$ cat src/rtl/ext_bus_responder_if.sv
// CPU external bus plus backing-memory port of the 6502C bus responder.
// The responder takes the slave side; the CPU/memory side takes the master side.
interface ext_bus_responder_if;
  logic [15:0] addr;
  logic        nRW;
  logic [7:0]  cpuDataOut;
  logic [7:0]  dataIn;
  logic        RDY;
  logic        mem_req;
  logic        mem_we;
  logic [15:0] mem_addr;
  logic [7:0]  mem_wdata;
  logic [7:0]  mem_rdata;
  logic        mem_ack;
  logic        ovfErr;
  logic        toErr;

  modport slave (
    input  addr, nRW, cpuDataOut, mem_rdata, mem_ack,
    output dataIn, RDY, mem_req, mem_we, mem_addr, mem_wdata, ovfErr, toErr
  );

  modport master (
    output addr, nRW, cpuDataOut, mem_rdata, mem_ack,
    input  dataIn, RDY, mem_req, mem_we, mem_addr, mem_wdata, ovfErr, toErr
  );
endinterface

$ cat src/rtl/ext_bus_responder.sv
// Answers selected 6502C bus reads from a variable-latency memory (stretching with RDY)
// and posts CPU writes through a 2-entry FIFO, since the CPU ignores RDY on writes.
module ext_bus_responder #(
  parameter logic [15:0] BASE    = 16'h0000,
  parameter logic [15:0] MASK    = 16'hC000,
  parameter int          TIMEOUT = 15
) (
  input  logic               phi2,
  input  logic               rstAll,
  ext_bus_responder_if.slave bus
);
  typedef enum logic [1:0] {IDLE, WR, RD, RDONE} state_t;
  typedef struct packed {
    logic [15:0] addr;
    logic [7:0]  data;
  } wr_entry_t;

  localparam logic [7:0] TO_LAST = 8'(TIMEOUT - 1);

  state_t      state_q, state_d;
  wr_entry_t   fifo_q [2];
  logic        wr_ptr_q, rd_ptr_q;
  logic [1:0]  cnt_q;
  logic [7:0]  tcnt_q;
  logic [15:0] mem_addr_q;
  logic [7:0]  mem_wdata_q, data_in_q;
  logic        ovf_q, to_q;
  logic        sel, rd_req, wr_req, fifo_full, pop, push;
  logic        ld_wr, ld_rd, rd_ack, rd_to, mem_req, mem_we;

  assign sel       = (bus.addr & MASK) == (BASE & MASK);
  assign rd_req    = sel & bus.nRW;
  assign wr_req    = sel & ~bus.nRW;
  assign fifo_full = (cnt_q == 2'd2);
  assign pop       = (state_q == WR) & bus.mem_ack;
  // A full FIFO still takes the write if the head drains on the same edge.
  assign push      = wr_req & (~fifo_full | pop);

  always_ff @(posedge phi2) begin
    if (push) fifo_q[wr_ptr_q] <= '{addr: bus.addr, data: bus.cpuDataOut};
  end

  always_ff @(posedge phi2) begin
    if (rstAll) begin
      wr_ptr_q <= 1'b0;
      rd_ptr_q <= 1'b0;
      cnt_q    <= 2'd0;
      ovf_q    <= 1'b0;
    end else begin
      if (push) wr_ptr_q <= ~wr_ptr_q;
      if (pop)  rd_ptr_q <= ~rd_ptr_q;
      cnt_q <= cnt_q + {1'b0, push} - {1'b0, pop};
      if (wr_req & ~push) ovf_q <= 1'b1;
    end
  end

  always_comb begin
    state_d = state_q;
    ld_wr   = 1'b0;
    ld_rd   = 1'b0;
    rd_ack  = 1'b0;
    rd_to   = 1'b0;
    mem_req = 1'b0;
    mem_we  = 1'b0;
    case (state_q)
      IDLE: begin
        // Drain posted writes before any read so memory sees program order.
        if (cnt_q != 2'd0) begin
          state_d = WR;
          ld_wr   = 1'b1;
        end else if (rd_req) begin
          state_d = RD;
          ld_rd   = 1'b1;
        end
      end
      WR: begin
        mem_req = 1'b1;
        mem_we  = 1'b1;
        if (bus.mem_ack) state_d = IDLE;
      end
      RD: begin
        mem_req = 1'b1;
        if (bus.mem_ack) begin
          state_d = RDONE;
          rd_ack  = 1'b1;
        end else if (tcnt_q == TO_LAST) begin
          state_d = RDONE;
          rd_to   = 1'b1;
        end
      end
      RDONE:   state_d = IDLE;
      default: state_d = IDLE;
    endcase
  end

  always_ff @(posedge phi2) begin
    if (rstAll) begin
      state_q     <= IDLE;
      tcnt_q      <= 8'd0;
      mem_addr_q  <= 16'h0000;
      mem_wdata_q <= 8'h00;
      data_in_q   <= 8'h00;
      to_q        <= 1'b0;
    end else begin
      state_q <= state_d;
      if (ld_wr) begin
        mem_addr_q  <= fifo_q[rd_ptr_q].addr;
        mem_wdata_q <= fifo_q[rd_ptr_q].data;
      end
      // Latch the read address so a bus change mid-wait cannot alter the request.
      if (ld_rd) begin
        mem_addr_q <= bus.addr;
        tcnt_q     <= 8'd0;
      end else if (state_q == RD) begin
        tcnt_q <= tcnt_q + 8'd1;
      end
      if (rd_ack) data_in_q <= bus.mem_rdata;
      if (rd_to) begin
        data_in_q <= 8'hFF;
        to_q      <= 1'b1;
      end
    end
  end

  assign bus.dataIn    = data_in_q;
  assign bus.RDY       = ~rd_req | (state_q == RDONE);
  assign bus.mem_req   = mem_req;
  assign bus.mem_we    = mem_we;
  assign bus.mem_addr  = mem_addr_q;
  assign bus.mem_wdata = mem_wdata_q;
  assign bus.ovfErr    = ovf_q;
  assign bus.toErr     = to_q;
endmodule

$ cat src/flat_wrapper.sv
// flat-port wrapper written by rule: the top's interface ports become plain ports
module ext_bus_responder_flat 
#(
  parameter logic [15:0] BASE    = 16'h0000,
  parameter logic [15:0] MASK    = 16'hC000,
  parameter int          TIMEOUT = 15
)
  (phi2, rstAll, bus_addr, bus_nRW, bus_cpuDataOut, bus_mem_rdata, bus_mem_ack, bus_dataIn, bus_RDY, bus_mem_req, bus_mem_we, bus_mem_addr, bus_mem_wdata, bus_ovfErr, bus_toErr);
  ext_bus_responder_if bus_i ();
  input  logic phi2;
  input  logic rstAll;
  input wire logic [$bits(bus_i.addr)-1:0] bus_addr;
  input wire logic [$bits(bus_i.nRW)-1:0] bus_nRW;
  input wire logic [$bits(bus_i.cpuDataOut)-1:0] bus_cpuDataOut;
  input wire logic [$bits(bus_i.mem_rdata)-1:0] bus_mem_rdata;
  input wire logic [$bits(bus_i.mem_ack)-1:0] bus_mem_ack;
  output wire logic [$bits(bus_i.dataIn)-1:0] bus_dataIn;
  output wire logic [$bits(bus_i.RDY)-1:0] bus_RDY;
  output wire logic [$bits(bus_i.mem_req)-1:0] bus_mem_req;
  output wire logic [$bits(bus_i.mem_we)-1:0] bus_mem_we;
  output wire logic [$bits(bus_i.mem_addr)-1:0] bus_mem_addr;
  output wire logic [$bits(bus_i.mem_wdata)-1:0] bus_mem_wdata;
  output wire logic [$bits(bus_i.ovfErr)-1:0] bus_ovfErr;
  output wire logic [$bits(bus_i.toErr)-1:0] bus_toErr;
  assign bus_i.addr = bus_addr;
  assign bus_i.nRW = bus_nRW;
  assign bus_i.cpuDataOut = bus_cpuDataOut;
  assign bus_i.mem_rdata = bus_mem_rdata;
  assign bus_i.mem_ack = bus_mem_ack;
  assign bus_dataIn = bus_i.dataIn;
  assign bus_RDY = bus_i.RDY;
  assign bus_mem_req = bus_i.mem_req;
  assign bus_mem_we = bus_i.mem_we;
  assign bus_mem_addr = bus_i.mem_addr;
  assign bus_mem_wdata = bus_i.mem_wdata;
  assign bus_ovfErr = bus_i.ovfErr;
  assign bus_toErr = bus_i.toErr;
  ext_bus_responder #(.BASE(BASE), .MASK(MASK), .TIMEOUT(TIMEOUT)) u_core (.phi2(phi2), .rstAll(rstAll), .bus(bus_i));
endmodule
$ cat config.mk
export PLATFORM = sky130hd
export DESIGN_NAME = ext_bus_responder_flat
export DESIGN_NICKNAME = d
export VERILOG_FILES = /design/src/rtl/ext_bus_responder_if.sv /design/src/rtl/ext_bus_responder.sv /design/src/flat_wrapper.sv
export SDC_FILE = /design/constraint.sdc
export NUM_CORES = 1
export LEC_CHECK = 0
export CAP_MARGIN = 20
export CORE_ASPECT_RATIO = 1.1
export CORE_MARGIN = 10
export CORE_UTILIZATION = 43
export CTS_CLUSTER_SIZE = 10
export DETAILED_ROUTE_END_ITERATION = 8
export PLACE_DENSITY = 0.68
export SLEW_MARGIN = 20
export SYNTH_ARGS = -nofsm -noshare
export SYNTH_HDL_FRONTEND = slang
export SYNTH_SLANG_ARGS = --single-unit
$ cat constraint.sdc
create_clock -name phi2 -period 3.3 [get_ports phi2]
set_clock_uncertainty 0.1 [all_clocks]
set_input_delay 0.495 -clock phi2 [delete_from_list [all_inputs] [get_ports phi2]]
set_output_delay 0.495 -clock phi2 [all_outputs]
set_load 0.05 [all_outputs]
==> results.cfg <==
[outcome]
outcome = finished clean

[yosys]
synth_seq_area_share_pct = 64.11
ys_async_sr_fraction_pct = 0
synthesis.nets = 354
yosysTopAreaCellShare_pct = 38.15
synthTopCellsByArea = edfxtp_1 (38%), dfxtp_1 (26%), nor2_1 (7.3%)
synth_edf_count = 48
syn_avg_cell_area_um2 = 12.19
ys.warnings.count = 0
synth_seq_cells = 97
synth_flop_cell = dfxtp_1
syn_inst = 310
yosys.area.top_type = edfxtp_1
synth_cell_types = 40
synth.cell_area_mm2 = 0.003779

[global_routing]
grt_max_degree = 29
grt_pass1_wl_mm = 12.82
grt.total_usage_pct = 12.37
grt_pass1_vias = 2659
antenna_found_initial = 0
grt_overflow = 0

[setup_path]
required_ps = 2700
regToRegSetupSlack_ps = 1250
cp-start-kind = input pin
worstPathMaxFanout = 5
critPathKind = input pin to output pin
timing.rr.end = u_core.fifo_q[0][23]
critPathCaptureType = output pin
cp-startpoint = bus_addr[14]
cp_common_cell = clkdlybuf4s50_1
cp.arrival_ps = 2280
slowest_stage = clkdlybuf4s50_1
reg2reg_depth = 6
timing.rr.start = u_core.state_q[1]
crit_chain = clkdlybuf4s50_1 -> nor3b_1 -> nand2b_1 -> clkdlybuf4s50_1
slowest_delay_ps = 750

[floorplanning]
die_w_um = 109.4
core_mm2 = 0.008496
start_util_pct = 44.48
dieArea_mm2 = 0.01294
die_h_um = 118.3
num_rows = 35
io_pins = 73

[cells_and_area]
area_growth_pct = 29.64
drive_above_1_share_pct = 8.883
regArea_mm2 = 0.002422
multi_input_area_mm2 = 0.001265
final_nets = 433
fill_cells = 741
diodes = 0

[drt]
drc = 0
drt-pass1-iter-count = 4
post_drt_wl_per_cell_um = 15.36
drt_wl_total_mm = 7.757
drt_iter0_drc = 107
drtAntennaViolNets = 0
routed_via_density = 5.026
num_vias = 2538

[clock_tree]
path_clk_slew_ps = 90
clockRootBuffer = clkbuf_8
htreeDepth = 3
post_cts_resized = 0
clock-sinks = 97
tritoncts = yes
cts_buffer_depth = 2
cts_setup_buffers = 0
cts-hold-fix-buffers = 0
clock_latency_ps = 350
numCtsBuffers = 9

[power_and_ir_drop]
comb_power_share_pct = 36.1
irDropWorstVdd_mv = 0.4306
clockPowerShare_pct = 23.8
leakagePower_nw = 1.683
seqPwrFrac_pct = 40.1
swShare_pct = 35.47
p_sw_mw = 1.342
p_per_area_mw_per_mm2 = 772.5
internal_power_mw = 2.442
finalPower_mw = 3.784

[sta]
max_freq_ghz = 0.3474
fin_crit_sh_pct = 87.22
worst_pin_slew_ps = 758.6
finalCriticalPeriod_ps = 2878
report.final.slew_viol_count = 0
finalHoldViolations = 0
rsz0062_at_grt = false
setup_viol = 0
slew_headroom_pct = 49.36
fin_setup_tns_ps = 0

[placed_design]
gp_routability_congestion = 0.7370
portBuffers = 72
dp_hpwl_mm = 5.648

[worst_hold_path]
holdPathEnd = u_core.bus.dataIn[0]
hold_path_depth = 1
hp-start = u_core.bus.dataIn[0]
hold_path_class = flip-flop to flip-flop

[run]
cap_violations = 0
metal layers:
metal | track usage (%) | share of wire (%) | vias to the layer above
met2 | 20.17 | 48 | 63
met1 | 14.04 | 43 | 1203
li1 | - | - | 1264
met3 | 5.217 | 8.0 | 8
met5 | 0 | 0 | -
met4 | 4.397 | 1.1 | 0
synthesized netlist by cell type (2+ instances only):
library cell / number
nor2_1: 73
dfxtp_1: 49
edfxtp_1: 48
mux2i_1: 25
a221oi_1: 14
a211oi_1: 13
clkbuf_1: 8
ha_1: 8
o21a_1: 8
inv_1: 7
nand2_1: 6
xnor2_1: 6
buf_2: 5
xor2_1: 5
nor2b_1: 4
nand3_1: 3
nor3_1: 3
a21oi_1: 2
nand4_1: 2
layout make-up:
type,instances,share of cell area [%]
sequential,97,49.45
multi-input combinational,191,25.82
timing repair buffer,83,16.40
tap,111,2.835
clock buffer,10,2.605
clock inverter,6,2.350
inverter,7,0.5364
worst max-delay path by stage:
stage,cells past startpoint,slack [ps],endpoint
6_report,4,420,bus_RDY
5_1_grt,4,350,bus_RDY
4_1_cts,4,390,bus_RDY
3_5_place_dp,4,410,bus_RDY
3_3_place_gp,4,430,bus_RDY
2_1_floorplan,5,240,u_core.fifo_q[0][0]
worst max-delay path, delay by kind of cell:
| kind | cells | cell delay [ps] |
|---|---|---|
| buffers and inverters | 2 | 1230 |
| and+or+nand+nor | 2 | 560 |
per-stage QoR:
stage	util (%)	hold slack, ps	worst slack, ps	area [um^2]	std cells
3_3_place_gp	54.71	345.8	427.7	4648	488
4_1_cts	57.66	380.7	390.6	4898	505
3_5_place_dp	54.80	358.7	409.6	4656	489
2_1_floorplan	-	372.5	240.8	3779	310
5_1_grt	57.66	400.2	348.2	4898	505
6_report	57.66	373.4	421.6	4898	505
sequential cells by signal, indices dropped and copies added, names as in the netlist, 2 cells and up, named ones only:
signal / count
u_core.cnt_q: 2
u_core.bus.dataIn: 8
u_core.bus.mem_wdata: 8
u_core.tcnt_q: 8
u_core.fifo_q: 48
u_core.bus.mem_addr: 16
u_core.state_q: 2
cells in the final DEF (no fill, tap or decap), drive strengths merged, types with 4 or more instances in the layout:
master	instances
ha	8
nor2b	4
edfxtp	48
nor2	73
o21a	9
xnor2	6
nor3	4
mux2i	25
inv	8
a211oi	14
xor2	5
buf	11
clkbuf	10
clkdlybuf4s50	72
nand2	6
a221oi	14
dfxtp	49
power groups by stage:
stage	clock network (mW)	registers, mW	logic [mW]
detailed placement	0	1.55	1.38
finish	0.901	1.52	1.37
global route	0.981	1.54	1.48
global placement	0	1.54	1.36
CTS	0.928	1.52	1.38
floorplan	0	1.87	0.621
logic make-up after synthesis:
group           synth area share, %
buf+inv                       2.483
xor+xnor                      2.550
simple gates                  11.66
flops                         64.11
mux                           6.623
compound gates                9.934
fa+ha+maj                     2.649
(Power assumes the default switching activity.)
